**src/rtl/stack_drain_if.sv**
```systemverilog
// rtl/stack_drain_if.sv - stack pop port and drained-word stream shared by stack_drain and its neighbours
interface stack_drain_if #(
    parameter int WIDTH = 8
);
    logic             stk_pop;
    logic [WIDTH-1:0] stk_data;
    logic             stk_error;
    logic [WIDTH-1:0] out_data;
    logic             out_valid;
    logic             out_ready;

    modport master (
        output stk_pop,
        input  stk_data,
        input  stk_error,
        output out_data,
        output out_valid,
        input  out_ready
    );

    modport slave (
        input  stk_pop,
        output stk_data,
        output stk_error,
        input  out_data,
        input  out_valid,
        output out_ready
    );
endinterface

```
**src/rtl/stack_drain.sv**
```systemverilog
// rtl/stack_drain.sv - LIFO readout controller; STACK_DRAIN_TIMEOUT_EN adds a sink-wait timeout (timed_out port)
module stack_drain #(
    parameter int WIDTH     = 8,
    parameter int CNT_WIDTH = 5
`ifdef STACK_DRAIN_TIMEOUT_EN
    ,
    parameter int TIMEOUT_CYCLES = 255
`endif
) (
    input  logic                 clk,
    input  logic                 reset,
    input  logic                 start,
    input  logic                 abort,
    stack_drain_if.master        bus,
    output logic                 busy,
    output logic                 done,
    output logic [CNT_WIDTH-1:0] count,
`ifdef STACK_DRAIN_TIMEOUT_EN
    output logic                 timed_out,
`endif
    output logic                 aborted
);

    typedef enum logic [2:0] {
        IDLE,
        POP,
        CAPTURE,
        SEND,
        DONE
    } state_t;

    localparam logic [CNT_WIDTH-1:0] CNT_MAX = {CNT_WIDTH{1'b1}};

    state_t               state, state_n;
    logic                 stk_pop_q, stk_pop_n;
    logic [WIDTH-1:0]     out_data_q, out_data_n;
    logic                 out_valid_q, out_valid_n;
    logic                 busy_q, busy_n;
    logic                 done_q, done_n;
    logic [CNT_WIDTH-1:0] count_q, count_n;
    logic [CNT_WIDTH-1:0] count_inc;
    logic                 aborted_q, aborted_n;

`ifdef STACK_DRAIN_TIMEOUT_EN
    localparam int TO_W = $clog2(TIMEOUT_CYCLES + 1);
    logic [TO_W-1:0] wait_q, wait_n;
    logic            timed_out_q, timed_out_n;
`endif

    assign count_inc = count_q + CNT_WIDTH'(1);

    always_ff @(posedge clk) begin
        if (!reset) begin
            state       <= IDLE;
            stk_pop_q   <= 1'b0;
            out_data_q  <= '0;
            out_valid_q <= 1'b0;
            busy_q      <= 1'b0;
            done_q      <= 1'b0;
            count_q     <= '0;
            aborted_q   <= 1'b0;
`ifdef STACK_DRAIN_TIMEOUT_EN
            wait_q      <= '0;
            timed_out_q <= 1'b0;
`endif
        end else begin
            state       <= state_n;
            stk_pop_q   <= stk_pop_n;
            out_data_q  <= out_data_n;
            out_valid_q <= out_valid_n;
            busy_q      <= busy_n;
            done_q      <= done_n;
            count_q     <= count_n;
            aborted_q   <= aborted_n;
`ifdef STACK_DRAIN_TIMEOUT_EN
            wait_q      <= wait_n;
            timed_out_q <= timed_out_n;
`endif
        end
    end

    always_comb begin
        state_n     = state;
        out_data_n  = out_data_q;
        out_valid_n = out_valid_q;
        count_n     = count_q;
        aborted_n   = aborted_q;
`ifdef STACK_DRAIN_TIMEOUT_EN
        wait_n      = '0;
        timed_out_n = timed_out_q;
`endif
        case (state)
            IDLE: begin
                if (start) begin
                    state_n   = POP;
                    count_n   = '0;
                    aborted_n = 1'b0;
`ifdef STACK_DRAIN_TIMEOUT_EN
                    timed_out_n = 1'b0;
`endif
                end
            end
            POP: begin
                if (abort) begin
                    state_n   = DONE;
                    aborted_n = 1'b1;
                end else begin
                    state_n = CAPTURE;
                end
            end
            CAPTURE: begin
                if (abort) begin
                    state_n   = DONE;
                    aborted_n = 1'b1;
                end else if (bus.stk_error) begin
                    state_n = DONE;
                end else begin
                    out_data_n  = bus.stk_data;
                    out_valid_n = 1'b1;
                    state_n     = SEND;
                end
            end
            SEND: begin
                // a handshake coinciding with abort still counts the word
                if (bus.out_ready) begin
                    count_n     = count_inc;
                    out_valid_n = 1'b0;
                end
                if (abort) begin
                    state_n     = DONE;
                    aborted_n   = 1'b1;
                    out_valid_n = 1'b0;
                end else if (bus.out_ready) begin
                    state_n = (count_inc == CNT_MAX) ? DONE : POP;
                end
`ifdef STACK_DRAIN_TIMEOUT_EN
                else if (wait_q == TO_W'(TIMEOUT_CYCLES - 1)) begin
                    state_n     = DONE;
                    aborted_n   = 1'b1;
                    timed_out_n = 1'b1;
                    out_valid_n = 1'b0;
                end else begin
                    wait_n = wait_q + TO_W'(1);
                end
`endif
            end
            DONE: begin
                state_n = IDLE;
            end
            default: begin
                state_n     = IDLE;
                out_valid_n = 1'b0;
            end
        endcase

        // strobes are registered from the next state so they align with it
        stk_pop_n = (state_n == POP);
        busy_n    = (state_n != IDLE);
        done_n    = (state_n == DONE);
    end

    assign bus.stk_pop   = stk_pop_q;
    assign bus.out_data  = out_data_q;
    assign bus.out_valid = out_valid_q;
    assign busy          = busy_q;
    assign done          = done_q;
    assign count         = count_q;
    assign aborted       = aborted_q;
`ifdef STACK_DRAIN_TIMEOUT_EN
    assign timed_out     = timed_out_q;
`endif

endmodule

```
**src/flat_wrapper.sv**
```systemverilog
// flat-port wrapper written by rule: the top's interface ports become plain ports
module stack_drain_flat 
#(
    parameter int WIDTH     = 8,
    parameter int CNT_WIDTH = 5

)
  (clk, reset, start, abort, busy, done, count, aborted, bus_stk_pop, bus_stk_data, bus_stk_error, bus_out_data, bus_out_valid, bus_out_ready);
  stack_drain_if #(.WIDTH(WIDTH)) bus_i ();
  input  logic clk;
  input  logic reset;
  input  logic start;
  input  logic abort;
  output logic busy;
  output logic done;
  output logic [CNT_WIDTH-1:0] count;
  output logic aborted;
  output wire logic [$bits(bus_i.stk_pop)-1:0] bus_stk_pop;
  input wire logic [$bits(bus_i.stk_data)-1:0] bus_stk_data;
  input wire logic [$bits(bus_i.stk_error)-1:0] bus_stk_error;
  output wire logic [$bits(bus_i.out_data)-1:0] bus_out_data;
  output wire logic [$bits(bus_i.out_valid)-1:0] bus_out_valid;
  input wire logic [$bits(bus_i.out_ready)-1:0] bus_out_ready;
  assign bus_stk_pop = bus_i.stk_pop;
  assign bus_i.stk_data = bus_stk_data;
  assign bus_i.stk_error = bus_stk_error;
  assign bus_out_data = bus_i.out_data;
  assign bus_out_valid = bus_i.out_valid;
  assign bus_i.out_ready = bus_out_ready;
  stack_drain #(.WIDTH(WIDTH), .CNT_WIDTH(CNT_WIDTH)) u_core (.clk(clk), .reset(reset), .start(start), .abort(abort), .bus(bus_i), .busy(busy), .done(done), .count(count), .aborted(aborted));
endmodule
```
**config.mk**
```make
export PLATFORM = sky130hd
export DESIGN_NAME = stack_drain_flat
export DESIGN_NICKNAME = d
export VERILOG_FILES = /design/src/rtl/stack_drain_if.sv /design/src/rtl/stack_drain.sv /design/src/flat_wrapper.sv
export SDC_FILE = /design/constraint.sdc
export NUM_CORES = 1
export LEC_CHECK = 0
export ABC_AREA = 1
export BUFFER_PORTS_ARGS = -buffer_cell sky130_fd_sc_hd__clkbuf_2
export CAP_MARGIN = 20
export CORE_MARGIN = 5
export CORE_UTILIZATION = 35
export DETAILED_ROUTE_END_ITERATION = 16
export PLACE_DENSITY = 0.67
export RECOVER_POWER = 25
export SYNTH_ARGS = -nofsm -noshare
export SYNTH_HDL_FRONTEND = slang
export SYNTH_SLANG_ARGS = --single-unit
export TNS_END_PERCENT = 1
```
**constraint.sdc**
```tcl
create_clock -name clk -period 1.7 [get_ports clk]
set_clock_uncertainty 0.2 [all_clocks]
set_input_delay 0.425 -clock clk [delete_from_list [all_inputs] [get_ports clk]]
set_output_delay 0.425 -clock clk [all_outputs]
set_load 0.01 [all_outputs]
```
== Word-level counts from Yosys, hierarchy flattened ==
Cells that the tools add are included.
Storage, ports and cells
  output and inout port bits: 18
  flip-flop bits (word level): 21
Cells by class
  reductions and logical operators: 10
  add/subtract/negate cells: 1
  bitwise gates (word level): 3
  eq/ne operators: 13
  muxes and demuxes: 19
Operator list (count)
  3-bit two-way mux: 7
  3-bit one-hot mux with 4 select lines: 1
  5-bit two-way mux: 2
  5-bit one-hot mux with 2 select lines: 1
  3-bit AND reduction: 3
  2-bit inequality test, second input constant: 4
  3-bit by 1-bit equality test with 1-bit output, second input constant: 2
  3-bit by 2-bit equality test with 1-bit output, second input constant: 2
  3-bit equality test, second input constant: 2
  1-bit two-way mux: 6
  3-bit OR reduction: 2
  5-bit by 1-bit adder with 5-bit output, second input constant: 1
  5-bit equality test, second input constant: 1
  4-bit AND reduction: 1
  2-bit nonzero test: 2
  3-bit logical NOT: 1
  3-bit inequality test, second input constant: 1
  1-bit NOT: 3
  1-bit one-hot mux with 3 select lines: 1
  3-bit nonzero test: 1
  2-bit by 1-bit inequality test with 1-bit output, second input constant: 1
  1-bit one-hot mux with 2 select lines: 1

== Logic depth before layout (Yosys ltp) ==
Gate-level depths: netlist (run 1).
  depth in word-level cells: 7
  depth in mapped cells: 10
  mapped depth without buffers: 10

== Least setup slack after synthesis (run 1) ==
No wires, ideal clock.
  path type: register to register
  start point: register u_core.count_q[0] (netlist: u_core.count[0])
  end point: register u_core.busy_q (netlist: u_core.busy)
  clock period less this slack: 1571 ps
  setup time: 117 ps
  arrival time: 1254 ps
  required time: 1383 ps
  setup slack: 129 ps
  stages on the path, launching flop included: 11
  cell sequence: dfxtp_1 > ha_1 > nand3_1 > nand2_1 > nand2_1 > nor2_2 > nand2_1 > nand2_1 > nand3_2 > nand2_2 > nand2_1
Between the ends
  longest elaborated chain between the ends: 7
RTL lines
  from (decl): line stack_drain.sv:40  | logic [CNT_WIDTH-1:0] count_q, count_n;
  from (signal assigned): line stack_drain.sv:73  | count_q <= count_n;
  5-bit by 1-bit adder with 5-bit output: line stack_drain.sv:50  | assign count_inc = count_q + CNT_WIDTH'(1);
  5-bit equality test: line stack_drain.sv:134  | state_n = (count_inc == CNT_MAX) ? DONE : POP;
  3-bit two-way mux: line stack_drain.sv:134
  3-bit two-way mux: line stack_drain.sv:133  | end else if (bus.out_ready) begin
  3-bit two-way mux: line stack_drain.sv:129  | if (abort) begin
  3-bit one-hot mux with 4 select lines: line stack_drain.sv:92  | case (state)
  3-bit nonzero test: line stack_drain.sv:158  | busy_n = (state_n != IDLE);
  to (signal assigned): line stack_drain.sv:71  | busy_q <= busy_n;
  to (decl): line stack_drain.sv:38  | logic busy_q, busy_n;
Every way passes these cells.
A chain may end at the register's enable or synchronous reset.

== Worst setup path after layout (run 1) ==
  start point: register u_core.count_q[1] (netlist: u_core.count[1])
  end point: register u_core.stk_pop_q (netlist: u_core.bus.stk_pop)
Between the ends
  longest elaborated chain between the ends: 7
RTL lines
  5-bit by 1-bit adder with 5-bit output: line stack_drain.sv:50
  5-bit equality test: line stack_drain.sv:134
  3-bit two-way mux: line stack_drain.sv:134
  3-bit two-way mux: line stack_drain.sv:133
  3-bit two-way mux: line stack_drain.sv:129
  3-bit one-hot mux with 4 select lines: line stack_drain.sv:92
  3-bit by 1-bit equality test with 1-bit output: line stack_drain.sv:157  | stk_pop_n = (state_n == POP);
  to (signal assigned): line stack_drain.sv:68  | stk_pop_q <= stk_pop_n;
  to (decl): line stack_drain.sv:35  | logic stk_pop_q, stk_pop_n;
Every way passes these cells.

==> run_results.csv, run 1 <==
group,metric,value,unit
run_status,status,"complete, no violations",
floorplanning,std_cell_rows,18,
job,drv_cap,0,
final_layout,stdcell_area,1200,um^2
power,power_density,705,nW/um^2
global_route,grtUsageTotal,13.6,%
synth,netlist_instances,123,
synth,synth-edff-count,0,
routing,first_pass_iters,4,
place,io_buffer_count,31,
power,ir_drop,0.536,mV
hold_path,whs_path_depth,3,
floorplanning,die-area,3710,um^2
worst_setup_path,cp.arrival,1.60,ns
floorplanning,dieWidth,60.9,um
final_layout,drive_gt1_share,30.4,%
routing,route.detailed.drc,0,
clock_tree,cts_sinks,21,
worst_setup_path,crit_type,"reg2reg",
synth,synth.distinct_cells,20,
place,dp_hpwl,1.75,mm
worst_setup_path,crit_chain,"ha_4, nand3_2, nand2_1, nand2_1, nor2_2, nand2_1, nand2_1, nand3_2, nand2_2, nor2_2",
hold_path,min_path_type,"in2reg",
clock_tree,postCtsHoldBufs,0,
worst_setup_path,critPathBufInv,0,
sta,tightest_slew,0.329,ns
final_layout,fillerInstances,258,
synth,synth_area,908,um^2
sta,setup_viol,0,
routing,post_drt_wl_per_cell,12.2,um
sta,fin_ws,0.101,ns
final_layout,layout_commonest_cell,"clkbuf_2",
floorplanning,design.portCount,32,
global_route,grt_pass1_wl,3.73,mm
floorplanning,core,2480,um^2
worst_setup_path,r2r_start,"u_core.count[1]",
place,preCtsSetupSlack,-0.0811,ns
worst_setup_path,cp_common_cell,"nand2_1",
sta,finalMaxSlewViolations,0,
global_route,grt_overflow,0,
sta,period_minus_slack,1.60,ns
global_route,grt_max_degree,13,
worst_setup_path,r2r_end,"u_core.bus.stk_pop",
worst_setup_path,r2r_slack,0.10,ns
clock_tree,clock_latency,0.31,ns
routing,vias,917,
floorplanning,die_y,60.9,um
place,dpl_cell_area,1120,um^2
worst_setup_path,r2r_cells,10,
sta,holdWs,0.174,ns
worst_setup_path,crit_fanout,4,
final_layout,layout.cells.non_filler,191,
clock_tree,clockRootBuffer,"clkbuf_4",
worst_setup_path,crit_required,1.70,ns
global_route,grt_pass1_vias,912,
worst_setup_path,start_kind,"flip-flop",
routing,ant_nets,0,
routing,drt_iter0_markers,26,
worst_setup_path,cp_slowest_stage_delay,0.38,ns
power,p_leak,0.542,nW
clock_tree,numCtsBuffers,3,
sta,clock.fmax,625,MHz
worst_setup_path,critPathSlowestCell,"dfxtp_2",
final_layout,diodes,0,
synth,syn_area_per_cell,7.39,um^2
synth,ys_ff_latch,21,
sta,finalCritPeriodShare,94.1,%
final_layout,area_growth,32.0,%
synth,yosysSeqAreaShare,46.3,%
clock_tree,cts_tree,"done",
synth,async_flop_share,0,%
worst_setup_path,critical_path.top_delay_family,"simple AND/OR/NAND/NOR gates",
final_layout,layout_common_cells,"clkbuf_2 (23), nand2_1 (22), nor2_1 (20)",
synth,yosys_warnings,0,
clock_tree,ctsHtreeMaxLevel,1,
synth,ys.flop_type,"dfxtp_1",
routing,routed_wirelength,2.33,mm
synth,synth_nets,139,
worst_setup_path,worstSetupEndpointType,"flip-flop",
place,place_congestion,0.853,
hold_path,hold_end,"u_core.bus.out_data[6]",
clock_tree,cts_buffer_depth,2,
global_route,antenna_found_initial,0,
routing,routed_via_density,4.80,
sta,slew_headroom,78.0,%
place,place_inst,186,
sta,final_hold_viol_count,0,
final_layout,fin_nets,178,
clock_tree,path_clk_slew,0.12,ns
floorplanning,start_util,36.7,%
hold_path,hold_start,"bus_stk_data[6]",
## kinds of logic (layout without fill, tap and decap cells)
family                   after synthesis  in the layout  share of synthesized area [%]
flip-flops                            21             21                           46.3
AND/OR/NAND/NOR                       60             60                           28.8
AO/OA/AOI/OAI                         23             23                           13.2
buffers and inverters                 16             54                           7.16
adder cells (fa/ha/maj)                2              2                           2.75
XOR/XNOR                               1              1                           1.79
## worst register-to-register path: cells and delay by family (launching register included)
family	cells	cell delay, ns
fa+ha+maj	1	0.16
simple gates	9	0.75
flops	1	0.38
## repair_timing
item	CTS	global route
setup buffers	0	1
resized for setup	0	14
endpoints found under the setup margin	0	13
## cell type report
type                       count  area, um^2  share of cell area (%)
inverter                      14        52.6                    4.38
timing repair buffer          36         186                    15.6
multi-input combinational     86         472                    39.4
tap                           30        37.5                    3.13
clock inverter                 1        5.00                   0.418
clock buffer                   3        22.5                    1.88
sequential                    21         423                    35.3
## worst max path at each step
| stage | to | cells after the start | from |
|---|---|---|---|
| 2_1_floorplan | u_core.busy | 10 | u_core.count[0] |
| 3_3_place_gp | u_core.bus.out_data[6] | 6 | abort |
| 3_5_place_dp | u_core.bus.out_data[7] | 6 | abort |
| 4_1_cts | u_core.bus.out_data[7] | 6 | u_core.state[1] |
| 5_1_grt | u_core.bus.out_data[1] | 6 | u_core.state[1] |
| 6_report | u_core.bus.stk_pop | 10 | u_core.count[1] |
## flip-flops by register name, indices dropped and copies added, names as in the netlist
signal                flops
u_core.bus.out_valid      1
u_core.bus.stk_pop        1
u_core.aborted            1
u_core.count              5
u_core.done               1
u_core.bus.out_data       8
u_core.busy               1
u_core.state              3
## Yosys cell counts, drive strengths merged, types with 2 or more instances
cell type / number / area, um^2
nor2: 23 / 91.3
dfxtp: 21 / 420
inv: 13 / 48.8
ha: 2 / 25.0
o21ai: 11 / 55.1
nand4: 4 / 25.0
a21oi: 10 / 50.1
nand3: 6 / 35.0
nand2: 25 / 98.8
## metrics by stage
step | utilization (%) | TNS [ns] | total power, mW
floorplan | - | 0 | 0.571
global placement | 45.2 | 0 | 0.611
CTS | 46.3 | 0 | 0.855
detailed placement | 45.2 | -0.630 | 0.612
global route | 48.4 | -0.535 | 0.899
finish | 48.4 | 0 | 0.845
## report_power, final
part | internal [mW] | switching, mW | total, mW
sequential | 0.505 | 0.00524 | 0.510
combinational | 0.0362 | 0.0568 | 0.0930
clock | 0.0878 | 0.154 | 0.242
## layer usage
layer	GRT usage, %	wire [um]	vias to the layer above
met4	4.64	23	0
met1	14.8	918	410
met5	0	0	-
met3	4.89	177	4
met2	24.3	1210	30
li1	-	-	473
No activity file was read; power rests on OpenSTA's default activity.
==> inputs of run 2 (changes only) <==
--- a/config.mk
+++ b/config.mk
@@ -9,11 +9,11 @@
 export BUFFER_PORTS_ARGS = -buffer_cell sky130_fd_sc_hd__clkbuf_2
 export CAP_MARGIN = 20
 export CORE_MARGIN = 5
-export CORE_UTILIZATION = 35
+export CORE_UTILIZATION = 47
 export DETAILED_ROUTE_END_ITERATION = 16
-export PLACE_DENSITY = 0.67
+export PLACE_DENSITY = 0.83
 export RECOVER_POWER = 25
 export SYNTH_ARGS = -nofsm -noshare
 export SYNTH_HDL_FRONTEND = slang
 export SYNTH_SLANG_ARGS = --single-unit
-export TNS_END_PERCENT = 1
+export TNS_END_PERCENT = 10
==> run 2 against run 1 <==
Against the previous run:
- register-to-register slack better by 0.07 ns
- clock power is 5% lower
- routed wire length fell by 6.5%
- largest cell class unchanged
- hold slack about the same
- count of clock-buffer cells in the layout up 1
- via count grew 0.65%
- combinational power shrank 4.3%
- maximum frequency is 1.3% higher
- cell area fell by 3.5%
==> run_results.csv, run 2 (synthesized netlist as in run 1, its figures left out) <==
group,metric,value,unit
floorplanning,die-area,2910,um^2
sta,setup_viol,0,
sta,clock.fmax,634,MHz
clock_tree,numCtsBuffers,3,
sta,finalCritPeriodShare,92.8,%
global_route,grt_pass1_wl,3.41,mm
floorplanning,core,1900,um^2
worst_setup_path,critPathSlowestCell,"dfxtp_1",
global_route,grt_max_degree,13,
worst_setup_path,crit_fanout,5,
final_layout,drive_gt1_share,24.8,%
global_route,antenna_found_initial,0,
global_route,grtUsageTotal,16.0,%
floorplanning,start_util,47.8,%
routing,routed_via_density,4.91,
power,total_power,0.828,mW
floorplanning,std_cell_rows,16,
place,io_buffer_count,31,
place,preCtsSetupSlack,0.0463,ns
worst_setup_path,worstSetupEndpointType,"primary output",
clock_tree,postCtsHoldBufs,0,
job,drv_cap,0,
worst_setup_path,start_kind,"flip-flop",
final_layout,fin_nets,178,
global_route,grt_pass1_vias,837,
worst_setup_path,cp_slowest_stage_delay,0.47,ns
place,place_congestion,0.894,
final_layout,layout_commonest_cell,"clkbuf_2",
routing,vias,923,
sta,tns,0,ns
power,ir_drop,0.360,mV
final_layout,area_growth,27.3,%
sta,rsz0062_at_grt,"no",
clock_tree,clock_latency,0.29,ns
sta,final_hold_viol_count,0,
worst_setup_path,crit_required,1.07,ns
routing,routed_wirelength,2.18,mm
clock_tree,cts_sinks,21,
sta,slew_headroom,81.4,%
routing,first_pass_iters,4,
worst_setup_path,critPathBufInv,1,
power,power_density,716,nW/um^2
final_layout,largest_reg_flops,8,
floorplanning,dieWidth,54.0,um
clock_tree,cts_tree,"done",
place,dp_hpwl,1.61,mm
hold_path,min_path_type,"in2reg",
clock_tree,path_clk_slew,0.11,ns
routing,ant_nets,0,
global_route,grt_overflow,0,
final_layout,diodes,0,
clock_tree,clockRootBuffer,"clkbuf_4",
worst_setup_path,crit_type,"reg2out",
worst_setup_path,crit_chain,"clkbuf_2",
floorplanning,design.portCount,32,
routing,route.detailed.drc,0,
clock_tree,cts_buffer_depth,2,
sta,period_minus_slack,1.58,ns
worst_setup_path,cp.arrival,0.95,ns
sta,fin_ws,0.122,ns
final_layout,layout_common_cells,"clkbuf_2 (24), nand2_1 (23), nor2_1 (21)",
worst_setup_path,critical_path.top_delay_family,"flip-flops",
sta,tightest_slew,0.278,ns
clock_tree,ctsHtreeMaxLevel,1,
sta,finalMaxSlewViolations,0,
run_status,status,"complete, no violations",
routing,drt_iter0_markers,27,
power,p_leak,0.539,nW
floorplanning,die_y,54.0,um
routing,post_drt_wl_per_cell,11.6,um
## run 2: changes by cell type in the layout (fill, tap and decap cells not counted), sizes merged
cell	before	now
clkbuf	34	35
clkinv	2	1
## run 2: final timing paths
kind | slack, ns | startpoint | to | cells after the start
hold reg to reg | 0.28 | u_core.aborted | u_core.aborted | 2
hold / removal | 0.17 | bus_stk_data[5] | u_core.bus.out_data[5] | 3
setup / recovery | 0.12 | u_core.count[3] | count[3] | 1
setup reg to reg | 0.17 | u_core.count[1] | u_core.bus.stk_pop | 10
## run 2: final cells by class
class	instances	area, um^2
inverters	14	52.6
repair buffers	36	184
multi-input cells	86	435
flip-flops and latches	21	424
clock buffers	4	26.3
fillers	179	746
well taps	27	33.8
## run 2: per-layer routing
layer	part of all wire, %	GRT usage, %	up-vias
li1	-	-	476
met1	43	18.9	402
met2	49	26.8	37
met3	6.8	3.05	8
met4	1.7	9.36	0
met5	0	0	-
## run 2: worst min-delay path, delay by kind of cell
kind                   cells  cell delay [ns]
AO/OA/AOI/OAI              1             0.07
buffers and inverters      1             0.07
AND/OR/NAND/NOR            1             0.07
## run 2: through the flow
step           cells  cell area, um^2  hold WS (ns)  utilization [%]
2_1_floorplan    123              908         0.290                -
3_3_place_gp     183             1110         0.255             58.6
3_5_place_dp     183             1110         0.261             58.6
4_1_cts          187             1140         0.175             60.0
5_1_grt          188             1160         0.189             60.8
6_report         188             1160         0.174             60.8
## run 2: what timing repair did
action / in CTS / in global routing
gates resized for setup: 0 / 4
endpoints found under the setup margin: 0 / 4
setup buffers: 0 / 1
## run 2: power by group
group | switching (mW) | internal, mW | total, mW
sequential | 0.00499 | 0.503 | 0.508
combinational | 0.0540 | 0.0350 | 0.0890
clock | 0.139 | 0.0913 | 0.230
